`src/rtl/uart_pkg.sv`:
```
`default_nettype none
// ============================================================================
// Module   : uart_pkg
// Brief    : Shared UART constants and receiver state encoding.
// Revision : 1.0
// ============================================================================
package uart_pkg;

    localparam int DATA_BITS         = 8;
    localparam int UART_CLKS_PER_BIT = 868;   // 100 MHz / 115200, shared with the transmitter

    localparam logic [2:0] ST_IDLE  = 3'd0;
    localparam logic [2:0] ST_START = 3'd1;
    localparam logic [2:0] ST_DATA  = 3'd2;
    localparam logic [2:0] ST_STOP  = 3'd3;
    localparam logic [2:0] ST_BREAK = 3'd4;

    typedef enum logic [2:0] {
        IDLE  = ST_IDLE,
        START = ST_START,
        DATA  = ST_DATA,
        STOP  = ST_STOP,
        BREAK = ST_BREAK
    } uart_rx_state_e;

endpackage
`default_nettype wire

```
`src/rtl/uart_sync.sv`:
```
`default_nettype none
// ============================================================================
// Module   : uart_sync
// Brief    : SYNC_STAGES-deep flop chain for an asynchronous input, resets to 1.
// Revision : 1.0
// ============================================================================
module uart_sync #(
    parameter int SYNC_STAGES = 2
) (
    input  logic clk,
    input  logic reset_n,
    input  logic d,
    output logic q
);

    logic [SYNC_STAGES-1:0] sync_q;
    logic [SYNC_STAGES-1:0] sync_d;

    always_comb begin
        sync_d = {sync_q[SYNC_STAGES-2:0], d};
    end

    // Reset high so an idle line is never mistaken for a start bit.
    always_ff @(posedge clk or negedge reset_n) begin
        if (!reset_n) begin
            sync_q <= '1;
        end else begin
            sync_q <= sync_d;
        end
    end

    assign q = sync_q[SYNC_STAGES-1];

endmodule
`default_nettype wire

```
`src/rtl/uart_rx.sv`:
```
`default_nettype none
// ============================================================================
// Module   : uart_rx
// Brief    : 8N1 UART receiver, mid-bit sampling, one-entry valid/ready output.
// Revision : 1.0
// ============================================================================
module uart_rx
    import uart_pkg::*;
#(
    parameter int CLKS_PER_BIT = UART_CLKS_PER_BIT,
    parameter int SYNC_STAGES  = 2
) (
    input  logic       clk,
    input  logic       reset_n,
    input  logic       rx,
    output logic [7:0] rx_data,
    output logic       rx_valid,
    input  logic       rx_ready,
    output logic       frame_err,
    output logic       overrun,
    output logic       busy
);

    localparam int CNT_W = $clog2(CLKS_PER_BIT);
    localparam int BIT_W = $clog2(DATA_BITS);
    localparam logic [CNT_W-1:0] CNT_LAST = CNT_W'(CLKS_PER_BIT - 1);
    localparam logic [CNT_W-1:0] CNT_HALF = CNT_W'(CLKS_PER_BIT / 2 - 1);
    localparam logic [BIT_W-1:0] BIT_LAST = BIT_W'(DATA_BITS - 1);

    logic rx_s;

    uart_sync #(
        .SYNC_STAGES(SYNC_STAGES)
    ) u_sync (
        .clk    (clk),
        .reset_n(reset_n),
        .d      (rx),
        .q      (rx_s)
    );

    uart_rx_state_e       state_q, state_d;
    logic [CNT_W-1:0]     cnt_q, cnt_d;
    logic [BIT_W-1:0]     bit_idx_q, bit_idx_d;
    logic [DATA_BITS-1:0] shift_q, shift_d;
    logic                 deliver_q, deliver_d;
    logic [DATA_BITS-1:0] data_q, data_d;
    logic                 valid_q, valid_d;
    logic                 ferr_q, ferr_d;
    logic                 ovr_q, ovr_d;
    logic                 busy_q, busy_d;

    always_comb begin
        state_d   = state_q;
        cnt_d     = cnt_q + 1'b1;
        bit_idx_d = bit_idx_q;
        shift_d   = shift_q;
        deliver_d = 1'b0;
        ferr_d    = 1'b0;

        unique case (state_q)
            IDLE: begin
                cnt_d = '0;
                if (!rx_s) state_d = START;
            end
            START: begin
                if (cnt_q == CNT_HALF) begin
                    cnt_d = '0;
                    if (rx_s) begin
                        state_d = IDLE;
                    end else begin
                        state_d   = DATA;
                        bit_idx_d = '0;
                    end
                end
            end
            DATA: begin
                if (cnt_q == CNT_LAST) begin
                    cnt_d     = '0;
                    shift_d   = {rx_s, shift_q[DATA_BITS-1:1]};
                    bit_idx_d = bit_idx_q + 1'b1;
                    if (bit_idx_q == BIT_LAST) state_d = STOP;
                end
            end
            STOP: begin
                // Leaving mid-stop-bit leaves half a bit to catch a back-to-back start edge.
                if (cnt_q == CNT_LAST) begin
                    cnt_d = '0;
                    if (rx_s) begin
                        deliver_d = 1'b1;
                        state_d   = IDLE;
                    end else begin
                        ferr_d  = 1'b1;
                        state_d = BREAK;
                    end
                end
            end
            BREAK: begin
                cnt_d = '0;
                if (rx_s) state_d = IDLE;
            end
            default: begin
                cnt_d   = '0;
                state_d = IDLE;
            end
        endcase

        data_d  = data_q;
        valid_d = valid_q;
        ovr_d   = 1'b0;
        if (deliver_q) begin
            if (!valid_q || rx_ready) begin
                data_d  = shift_q;
                valid_d = 1'b1;
            end else begin
                ovr_d = 1'b1;
            end
        end else if (valid_q && rx_ready) begin
            valid_d = 1'b0;
        end

        busy_d = (state_d != IDLE);
    end

    always_ff @(posedge clk or negedge reset_n) begin
        if (!reset_n) begin
            state_q   <= IDLE;
            cnt_q     <= '0;
            bit_idx_q <= '0;
            shift_q   <= '0;
            deliver_q <= 1'b0;
            data_q    <= '0;
            valid_q   <= 1'b0;
            ferr_q    <= 1'b0;
            ovr_q     <= 1'b0;
            busy_q    <= 1'b0;
        end else begin
            state_q   <= state_d;
            cnt_q     <= cnt_d;
            bit_idx_q <= bit_idx_d;
            shift_q   <= shift_d;
            deliver_q <= deliver_d;
            data_q    <= data_d;
            valid_q   <= valid_d;
            ferr_q    <= ferr_d;
            ovr_q     <= ovr_d;
            busy_q    <= busy_d;
        end
    end

    assign rx_data   = data_q;
    assign rx_valid  = valid_q;
    assign frame_err = ferr_q;
    assign overrun   = ovr_q;
    assign busy      = busy_q;

endmodule
`default_nettype wire

```
`config.mk`:
```
export PLATFORM = sky130hd
export DESIGN_NAME = uart_rx
export DESIGN_NICKNAME = d
export VERILOG_FILES = /design/src/rtl/uart_pkg.sv /design/src/rtl/uart_sync.sv /design/src/rtl/uart_rx.sv
export SDC_FILE = /design/constraint.sdc
export NUM_CORES = 1
export LEC_CHECK = 0
export CAP_MARGIN = 25
export CORE_ASPECT_RATIO = 1.5
export CORE_MARGIN = 1
export CORE_UTILIZATION = 45
export CTS_CLUSTER_SIZE = 28
export DETAILED_ROUTE_END_ITERATION = 8
export HOLD_SLACK_MARGIN = 0.05
export PLACE_DENSITY_LB_ADDON = 0.05
export SYNTH_ARGS = -nofsm -noshare
export SYNTH_HDL_FRONTEND = slang
export SYNTH_SLANG_ARGS = --single-unit
```
`constraint.sdc`:
```
create_clock -name clk -period 4.6 [get_ports clk]
set_input_delay 0.92 -clock clk [delete_from_list [all_inputs] [get_ports clk]]
set_output_delay 0.92 -clock clk [all_outputs]
set_load 0.005 [all_outputs]
```
==> metrics.csv, run 1 <==
metric,value,unit
pwr/cell area,328,mW/mm^2
hpwl dp,2030,um
Worst Path Arrival,2480,ps
Cells after Synth,151,
leakage,0.000964,uW
Worst-Margin Slew,841,ps
largest net degree at the start of global routing,40,
cell taking the most area after synthesis,dfrtp_1,
Antenna diodes,0,
"top cells by area, synth","dfrtp_1, nand2_1, mux2_2, nor2_1, dfstp_2",
DRT Wirelength,2860,um
Hold Startpoint,u_sync.sync_q[0],
CTS tree,built,
CTS Hold Bufs,0,
row count,26,
total track usage,16.6,%
Yosys Warn Count,0,
Tot Pwr,647,uW
Post-CTS Setup Inserts,0,
Max VDD drop,0.261,mV
final hold viol count,0,
Hold WS,358,ps
Synth Net Count,159,
max cap viols,0,
Max Clk Rate,434,MHz
placed inst area,0.00186,sq mm
Critical R2R Launch,cnt_q[0],
Slew headroom,43.9,%
Synth top area share,55.2,%
htree depth,2,
layout cells sized above 1,14.1,%
Critical Path RT,4780,ps
Die X,51.8,um
worst clock skew,5.73,ps
Seq cells post-synth,39,
Buffers on Ports,15,
RSZ-0062 raised after global routing,false,
status,completed,
routed vias,1131,
register area share after synthesis,58.4,%
Syn Area/Cell,11.1,sq um
total die area,0.00398,sq mm
"critical path fanouts, max",13,
FF-to-FF End,bit_idx_q[0],
"Area growth, synth to finish",17.8,%
final net count,177,
CP endpoint kind,register,
worst min path class,register to register,
Inserted Clock Buffers,5,
Final Non-Filler Cells,212,
number of cells on the worst hold path,0,
crit start category,register,
reg2reg setup slack,2300,ps
routed len/inst,13.5,um
mapped cell area,0.00168,sq mm
initial cell density of the core,48.2,%
Hold Path Sink,u_sync.sync_q[1],
number of global-route vias before repair,1041,
worst skew pair latency,290,ps
die height,76.8,um
placed insts,204,
Final period util,50.1,%
type of the worst setup path,register to register,
GRT overflow,0,
Placer Congestion,0.767,
Pre-antenna DRT Iters,4,
CTS sink count,39,
Slew Limit Fails,0,
DR iter-0 viols,13,
DRC violations left,0,
Clock Pin Slew Worst Setup and Hold Paths,70,ps
Synth cell types,30,
Worst Reg-to-Reg Cells,6,
Routed Antenna Nets,0,
I/O pin total,16,
first-pass GRT wire length,4760,um
final setup violating endpoints,0,
initial antenna violation count,0,
Final Cell Area,0.00198,sq mm
Via density,5.33,
clock root cell,clkbuf_8,
Setup TNS,0,ps
clk buf depth,2,
core area,0.00348,sq mm
post_cts resized,0,
fin crit period,2300,ps
where the power goes:
group | switching [uW] | total (uW) | internal [uW]
clock network | 118 | 294 | 175
registers | 0.780 | 345 | 344
logic | 6.69 | 8.80 | 2.11
cell usage after synthesis:
master     n
a21o_1     1
a21oi_1    3
a22o_1     2
a311o_1    1
and2_2     1
and3_1     3
and4_1     1
and4b_1    2
and4bb_2   1
buf_2      1
clkbuf_1   3
dfrtp_1   37
dfstp_2    2
ha_1       4
inv_1      3
mux2_2     9
nand2_1   33
nand2b_1   2
nand3_1    4
nand4_1    3
nand4b_1   1
nor2_1    18
nor2b_1    2
nor3b_4    1
nor4_1     1
nor4b_4    1
o21ai_0    2
or3b_1     1
xnor2_1    4
xor2_1     4
area by class of cell:
cell class | instances | area, sq um
repair buffers | 15 | 145
multi-input cells | 105 | 671
clock inverters | 2 | 35.0
clock buffers | 6 | 82.6
flip-flops and latches | 39 | 978
inverters | 3 | 11.3
fillers | 304 | 1510
well taps | 42 | 52.6
sequential cells by signal, indices dropped and copies added (netlist names):
register,flops
frame_err,1
u_sync.sync_q,2
busy,1
cnt_q,10
rx_data,8
bit_idx_q,3
rx_valid,1
overrun,1
deliver_q,1
state_q,3
shift_q,8
per-layer routing:
| layer | vias to the layer above | GRT usage, % | part of all wire (%) |
|---|---|---|---|
| met5 | - | 0 | 0 |
| met2 | 34 | 26.0 | 51 |
| met3 | 9 | 5.36 | 4.0 |
| li1 | 539 | - | - |
| met1 | 549 | 19.3 | 41 |
| met4 | 0 | 9.19 | 3.3 |
metrics by stage:
stage                     util [%]  setup WS, ps
after floorplan                  -          2800
after global placement        53.4          2350
after detailed placement      53.4          2260
after CTS                     56.8          2280
after global routing          56.8          2110
final                         56.8          2300
worst max path at each step:
| stage | start | end | slack, ps |
|---|---|---|---|
| finish | cnt_q[0] | bit_idx_q[0] | 2300 |
| global route | cnt_q[0] | bit_idx_q[0] | 2110 |
| CTS | cnt_q[0] | bit_idx_q[0] | 2280 |
| detailed placement | cnt_q[0] | bit_idx_q[0] | 2260 |
| global placement | cnt_q[0] | bit_idx_q[0] | 2350 |
| floorplan | cnt_q[0] | busy | 2800 |
cells by family (layout without fill, tap and decap cells):
kind of cell    Yosys count  count (layout)  synth area share [%]
simple gates             75              75                  23.2
flops                    39              39                  58.4
compound gates            9               9                  3.58
mux                       9               9                  6.04
xor+xnor                  8               8                  4.18
buf+inv                   7              26                  1.64
fa+ha+maj                 4               4                  2.99
worst max-delay path, stage by stage, from the launching register on:
cell and delay (ps):
dfrtp_1 410, ha_1 240, nand2_1 100, nor4b_4 440, and4b_1 560, nor2_1 150
mux2_2 290
cell usage in the layout, fill, tap and decap left out, types with 3 or more instances in the layout:
cell and count:
nand3_1 4, inv_1 3, clkbuf_8 6, xor2_1 4, clkdlybuf4s50_1 14, nand2_1 33, a21oi_1 3, nor2_1 18
mux2_2 9, ha_1 4, dfrtp_1 37, xnor2_1 4, nand4_1 3, and3_1 3
Note: power is estimated with default switching activity, not from simulation.
==> inputs of run 2 (changes only) <==
==> constraint.sdc (replaced) <==
create_clock -name clk -period 2.25 [get_ports clk]
set_input_delay 0.45 -clock clk [delete_from_list [all_inputs] [get_ports clk]]
set_output_delay 0.45 -clock clk [all_outputs]
set_load 0.005 [all_outputs]
==> run 2 against run 1 <==
  * Die area stayed put
  * Worst hold slack got worse by 98 ps
  * First-iteration DRC count up 62%
  * Sequential share of layout area grew 0.094 points
  * Combinational power rose by 100%
  * Register-to-register slack lost 2100 ps
  * Cell count up 0.47%
  * Largest power group unchanged
==> metrics.csv, run 2 (same netlist as run 1, synthesis figures left out) <==
metric,value,unit,change
sequence of cells on the critical path,ha_1 -> nand2_1 -> nor4b_4 -> a21oi_1 -> o21ai_0 -> or3b_1,,
Worst-Margin Slew,850,ps,+8.65 ps
worst min path class,primary input to async pin,,
"commonest non-fill, non-tap cells in the layout","dfrtp_1, nand2_1, nor2_1, clkdlybuf4s50_1, mux2_2",,
combinational share of power,1.4,%,about the same
total track usage,17.6,%,+1.0 points
Post-CTS Setup Inserts,0,,unchanged
sw frac,18.6,%,-0.79 points
CTS tree,built,,
initial cell density of the core,48.2,%,unchanged
Critical Path RT,2420,ps,-2360 ps
Inserted Clock Buffers,5,,unchanged
largest net degree at the start of global routing,40,,unchanged
DR iter-0 viols,21,,+8
pwr/cell area,648,mW/mm^2,+98%
crit start category,register,,
first-pass GRT wire length,5020,um,+5.5%
Final period util,89.7,%,+40 points
fin util,56.6,%,-0.11 points
max cap viols,0,,unchanged
clk buf depth,2,,unchanged
Critical Path Slowest Stage Cell,dfrtp_1,,
row count,26,,unchanged
Setup TNS,0,ps,unchanged
CP endpoint kind,register,,
Routed Antenna Nets,0,,unchanged
Seq pwr share,55.2,%,+1.9 points
die height,76.8,um,unchanged
Worst Path Arrival,2190,ps,-290 ps
max reg flops,10,,unchanged
type of the worst setup path,register to register,,
Multi-input gate area,671,sq um,unchanged
final net count,178,,+0.56%
post_cts resized,0,,unchanged
leakage,0.000960,uW,-0.34%
routed len/inst,14.7,um,+8.8%
Buffers on Ports,15,,unchanged
Fillers,319,,+4.9%
"Area growth, synth to finish",17.6,%,
Antenna diodes,0,,unchanged
Clock Pin Slew Worst Setup and Hold Paths,70,ps,about the same
Placer Congestion,0.760,,-0.95%
DRC violations left,0,,unchanged
CTS Hold Bufs,0,,unchanged
pre-CTS setup slack,250,ps,-2010 ps
Slew Limit Fails,0,,unchanged
total die area,0.00398,sq mm,unchanged
fin crit period,2020,ps,-285 ps
"critical path fanouts, max",7,,-6
number of global-route vias before repair,1080,,+3.7%
Pre-antenna DRT Iters,5,,+1
Slew headroom,43.3,%,-0.58 points
placed insts,205,,+0.49%
Largest Register,cnt_q,,
hpwl dp,2280,um,+13%
status,completed,,
final hold viol count,0,,unchanged
Die X,51.8,um,unchanged
layout cells sized above 1,13.5,%,-0.67 points
I/O pin total,16,,unchanged
Max Clk Rate,495,MHz,+14%
htree depth,2,,unchanged
Final Non-Filler Cells,213,,+0.47%
Critical Path Max Stage Delay,430,ps,-130 ps
Via density,5.28,,-1.1%
RSZ-0062 raised after global routing,false,,
routed vias,1124,,-0.62%
"most common cell after layout, fill and taps aside",dfrtp_1,,
core area,0.00348,sq mm,unchanged
Final WS setup,231,ps,-2060 ps
CTS sink count,39,,unchanged
clock root cell,clkbuf_8,,
worst clock skew,8.72,ps,+2.99 ps
P_int,1040,uW,+99%
Max VDD drop,0.653,mV,+150%
final setup violating endpoints,0,,unchanged
Clk pwr share,43.3,%,-2.0 points
DRT Wirelength,3120,um,+9.3%
FF/Latch Area,978,sq um,unchanged
worst skew pair latency,290,ps,about the same
NetSw,238,uW,+89%
GRT overflow,0,,unchanged
initial antenna violation count,0,,unchanged
==> run 2: metal layers <==
layer	track usage (%)	vias to the layer above	wire length, um
met4	7.30	0	59
met5	0	-	0
met3	5.36	6	101
met2	32.3	31	1790
li1	-	542	-
met1	17.1	545	1180
==> run 2: cell type report <==
| class | instances | area share [%] |
|---|---|---|
| Inverter | 3 | 0.571 |
| Clock inverter | 1 | 1.52 |
| Sequential cell | 39 | 49.6 |
| Multi-Input combinational cell | 105 | 34.0 |
| Clock buffer | 7 | 3.87 |
| Tap cell | 42 | 2.66 |
| Timing Repair Buffer | 16 | 7.74 |
==> run 2: worst paths after layout <==
path | slack, ps | cells past startpoint | to | startpoint
min reg2reg | 360 | 0 | u_sync.sync_q[1] | u_sync.sync_q[0]
max | 230 | 6 | busy | cnt_q[0]
min | 260 | 1 | rx_valid | reset_n
max in group asynchronous | 1440 | 1 | cnt_q[0] | reset_n
min in group clk | 360 | 0 | u_sync.sync_q[1] | u_sync.sync_q[0]
max reg2reg | 230 | 6 | busy | cnt_q[0]
==> run 2: stage by stage <==
stage               total power [uW]  hold WS [ps]  area (sq um)
detailed placement               738           348          1870
CTS                             1300           286          1970
global route                    1330           324          1970
floorplan                        720           154          1680
finish                          1280           260          1970
global placement                 737           346          1870
==> run 2: worst max-delay path: cells and delay by family (launching register included) <==
kind / cells / cell delay, ps
compound gates: 2 / 340
fa+ha+maj: 1 / 240
flops: 1 / 430
simple gates: 3 / 880
==> run 2: power groups by stage <==
| stage | sequential, uW | clock (uW) | combinational, uW |
|---|---|---|---|
| floorplan | 719 | 0 | 1.05 |
| global placement | 719 | 0 | 18.3 |
| detailed placement | 719 | 0 | 19.0 |
| CTS | 706 | 574 | 19.0 |
| global route | 706 | 599 | 21.1 |
| finish | 706 | 554 | 18.0 |
==> inputs of run 3 (changes only) <==
==> constraint.sdc (replaced) <==
create_clock -name clk -period 2.25 [get_ports clk]
set_input_delay 0.225 -clock clk [delete_from_list [all_inputs] [get_ports clk]]
set_output_delay 0.225 -clock clk [all_outputs]
set_load 0.005 [all_outputs]
==> run 3 against run 2 <==
  * Combinational power hardly changed
  * Maximum frequency is 0.96% lower
  * Clock-buffer cell count is 1 lower
  * Design area is 1.3% higher
  * Flip-flop and latch count stayed put
==> metrics.csv, run 3 (same netlist as run 1, synthesis figures left out) <==
metric,value,unit,change
status,completed,,
Critical Path RT,2420,ps,about the same
pre-CTS setup slack,214,ps,-35.9 ps
Pre-antenna DRT Iters,4,,-1
number of global-route vias before repair,1104,,+2.2%
initial antenna violation count,0,,unchanged
sequence of cells on the critical path,ha_1 -> nand2_1 -> nor4b_4 -> a21oi_1 -> o21ai_0 -> or3b_1,,
Hold WS,29.9,ps,-230 ps
total track usage,17.5,%,-0.080 points
max reg flops,10,,unchanged
global route hottest layer,met2,,
largest net degree at the start of global routing,40,,unchanged
hpwl dp,2170,um,-5.0%
post_cts resized,0,,unchanged
crit start category,register,,
RSZ-0062 raised after global routing,false,,
I/O pin total,16,,unchanged
met3 Use GR,4.17,%,-1.2 points
worst min path class,primary input to async pin,,
routed len/inst,13.8,um,-5.6%
Slew headroom,44.4,%,+1.1 points
Placer Congestion,0.747,,-1.7%
Clk pwr share,48.3,%,+5.0 points
DRT Wirelength,2950,um,-5.6%
CP endpoint kind,register,,
Critical Path Max Stage Delay,430,ps,about the same
"critical path fanouts, max",7,,unchanged
core area,0.00348,sq mm,unchanged
die height,76.8,um,unchanged
Critical Path Slowest Stage Cell,nor4b_4,,
"Buf+Inv Stages, Crit Path",0,,unchanged
Via density,5.21,,-1.3%
DRC violations left,0,,unchanged
max cap viols,0,,unchanged
Post-CTS Setup Inserts,0,,unchanged
GRT met2 Usage,30.3,%,-2.1 points
Largest Register,cnt_q,,
final net count,178,,unchanged
Setup TNS,0,ps,unchanged
Slew Limit Fails,0,,unchanged
DR iter-0 viols,17,,-19%
Antenna diodes,0,,unchanged
combinational share of power,1.3,%,about the same
clk buf depth,2,,unchanged
routed vias,1109,,-1.3%
initial cell density of the core,48.2,%,unchanged
Clock Pin Slew Worst Setup and Hold Paths,70,ps,about the same
GRT overflow,0,,unchanged
Inserted Clock Buffers,5,,unchanged
Routed Antenna Nets,0,,unchanged
CTS Hold Bufs,0,,unchanged
Worst-Margin Slew,833,ps,-16.5 ps
pwr/cell area,700,mW/mm^2,+8.0%
"Area growth, synth to finish",19.2,%,
type of the worst setup path,register to register,,
clock root cell,clkbuf_8,,
Buffers on Ports,15,,unchanged
"most common cell after layout, fill and taps aside",dfrtp_1,,
Final WS setup,211,ps,-19.5 ps
Fillers,315,,-1.3%
Final Cell Area,0.00200,sq mm,+1.3%
Max VDD drop,0.513,mV,-21%
htree depth,2,,unchanged
Final period util,90.6,%,+0.87 points
final hold viol count,0,,unchanged
Die X,51.8,um,unchanged
Seq pwr share,50.5,%,-4.7 points
total die area,0.00398,sq mm,unchanged
sw frac,17.7,%,-0.95 points
final setup violating endpoints,0,,unchanged
cell family with most CP delay,simple AND/OR/NAND/NOR gates,,
worst clock skew,6.66,ps,-2.06 ps
CTS sink count,39,,unchanged
fin crit period,2040,ps,+19.5 ps
leakage,0.000973,uW,+1.3%
"commonest non-fill, non-tap cells in the layout","dfrtp_1, nand2_1, nor2_1, clkdlybuf4s50_1, mux2_2",,
placed inst area,0.00187,sq mm,unchanged
NetSw,247,uW,+3.8%
Worst Path Arrival,2210,ps,+20 ps
Max Clk Rate,491,MHz,-0.96%
worst skew pair latency,290,ps,about the same
row count,26,,unchanged
layout cells sized above 1,14.0,%,+0.58 points
P_int,1150,uW,+11%
first-pass GRT wire length,5090,um,+1.2%
met1 Use GR,18.9,%,+1.8 points
CTS tree,built,,
==> run 3: cell count changes in the layout (fill, tap and decap cells not counted), sizes merged <==
cell,delta
bufinv,+1
clkbuf,-1
==> run 3: worst paths after layout <==
path                                        from          endpoint  slack [ps]  cells past startpoint
worst max-delay path                    cnt_q[0]              busy         210                      6
worst min-delay path                     reset_n          rx_valid          30                      1
worst max register to register          cnt_q[0]              busy         210                      6
worst min register to register  u_sync.sync_q[0]  u_sync.sync_q[1]         360                      0
max in group asynchronous                reset_n          cnt_q[1]        1690                      1
min in group clk                              rx  u_sync.sync_q[0]         340                      1
==> run 3: metal layers <==
layer  share of wire, %  routed length, um
met4                2.2                 66
met2                 54               1600
met5                  0                  0
met3                3.0                 89
met1                 40               1190
==> run 3: power by group through the flow <==
stage	Sequential, uW	Clock, uW	Combinational, uW
final	706	675	17.7
after global placement	719	0	18.5
after floorplan	719	0	1.05
after detailed placement	719	0	19.1
after CTS	705	698	18.9
after global routing	706	728	21.3
==> run 3: per-stage QoR <==
stage                     std cells  power, uW  utilization [%]
after floorplan                 151        720                -
after global placement          205        738             53.6
after detailed placement        205        738             53.6
after CTS                       213       1420             57.4
after global routing            213       1450             57.4
final                           213       1400             57.4
==> run 3: layout make-up <==
cell class	count	area (sq um)	share of cell area [%]
timing repair buffer	16	153	7.64
clock inverter	2	60.1	3.01
sequential	39	978	49.0
clock buffer	6	72.6	3.63
tap	42	52.6	2.63
inverter	3	11.3	0.564
multi-input combinational	105	671	33.6
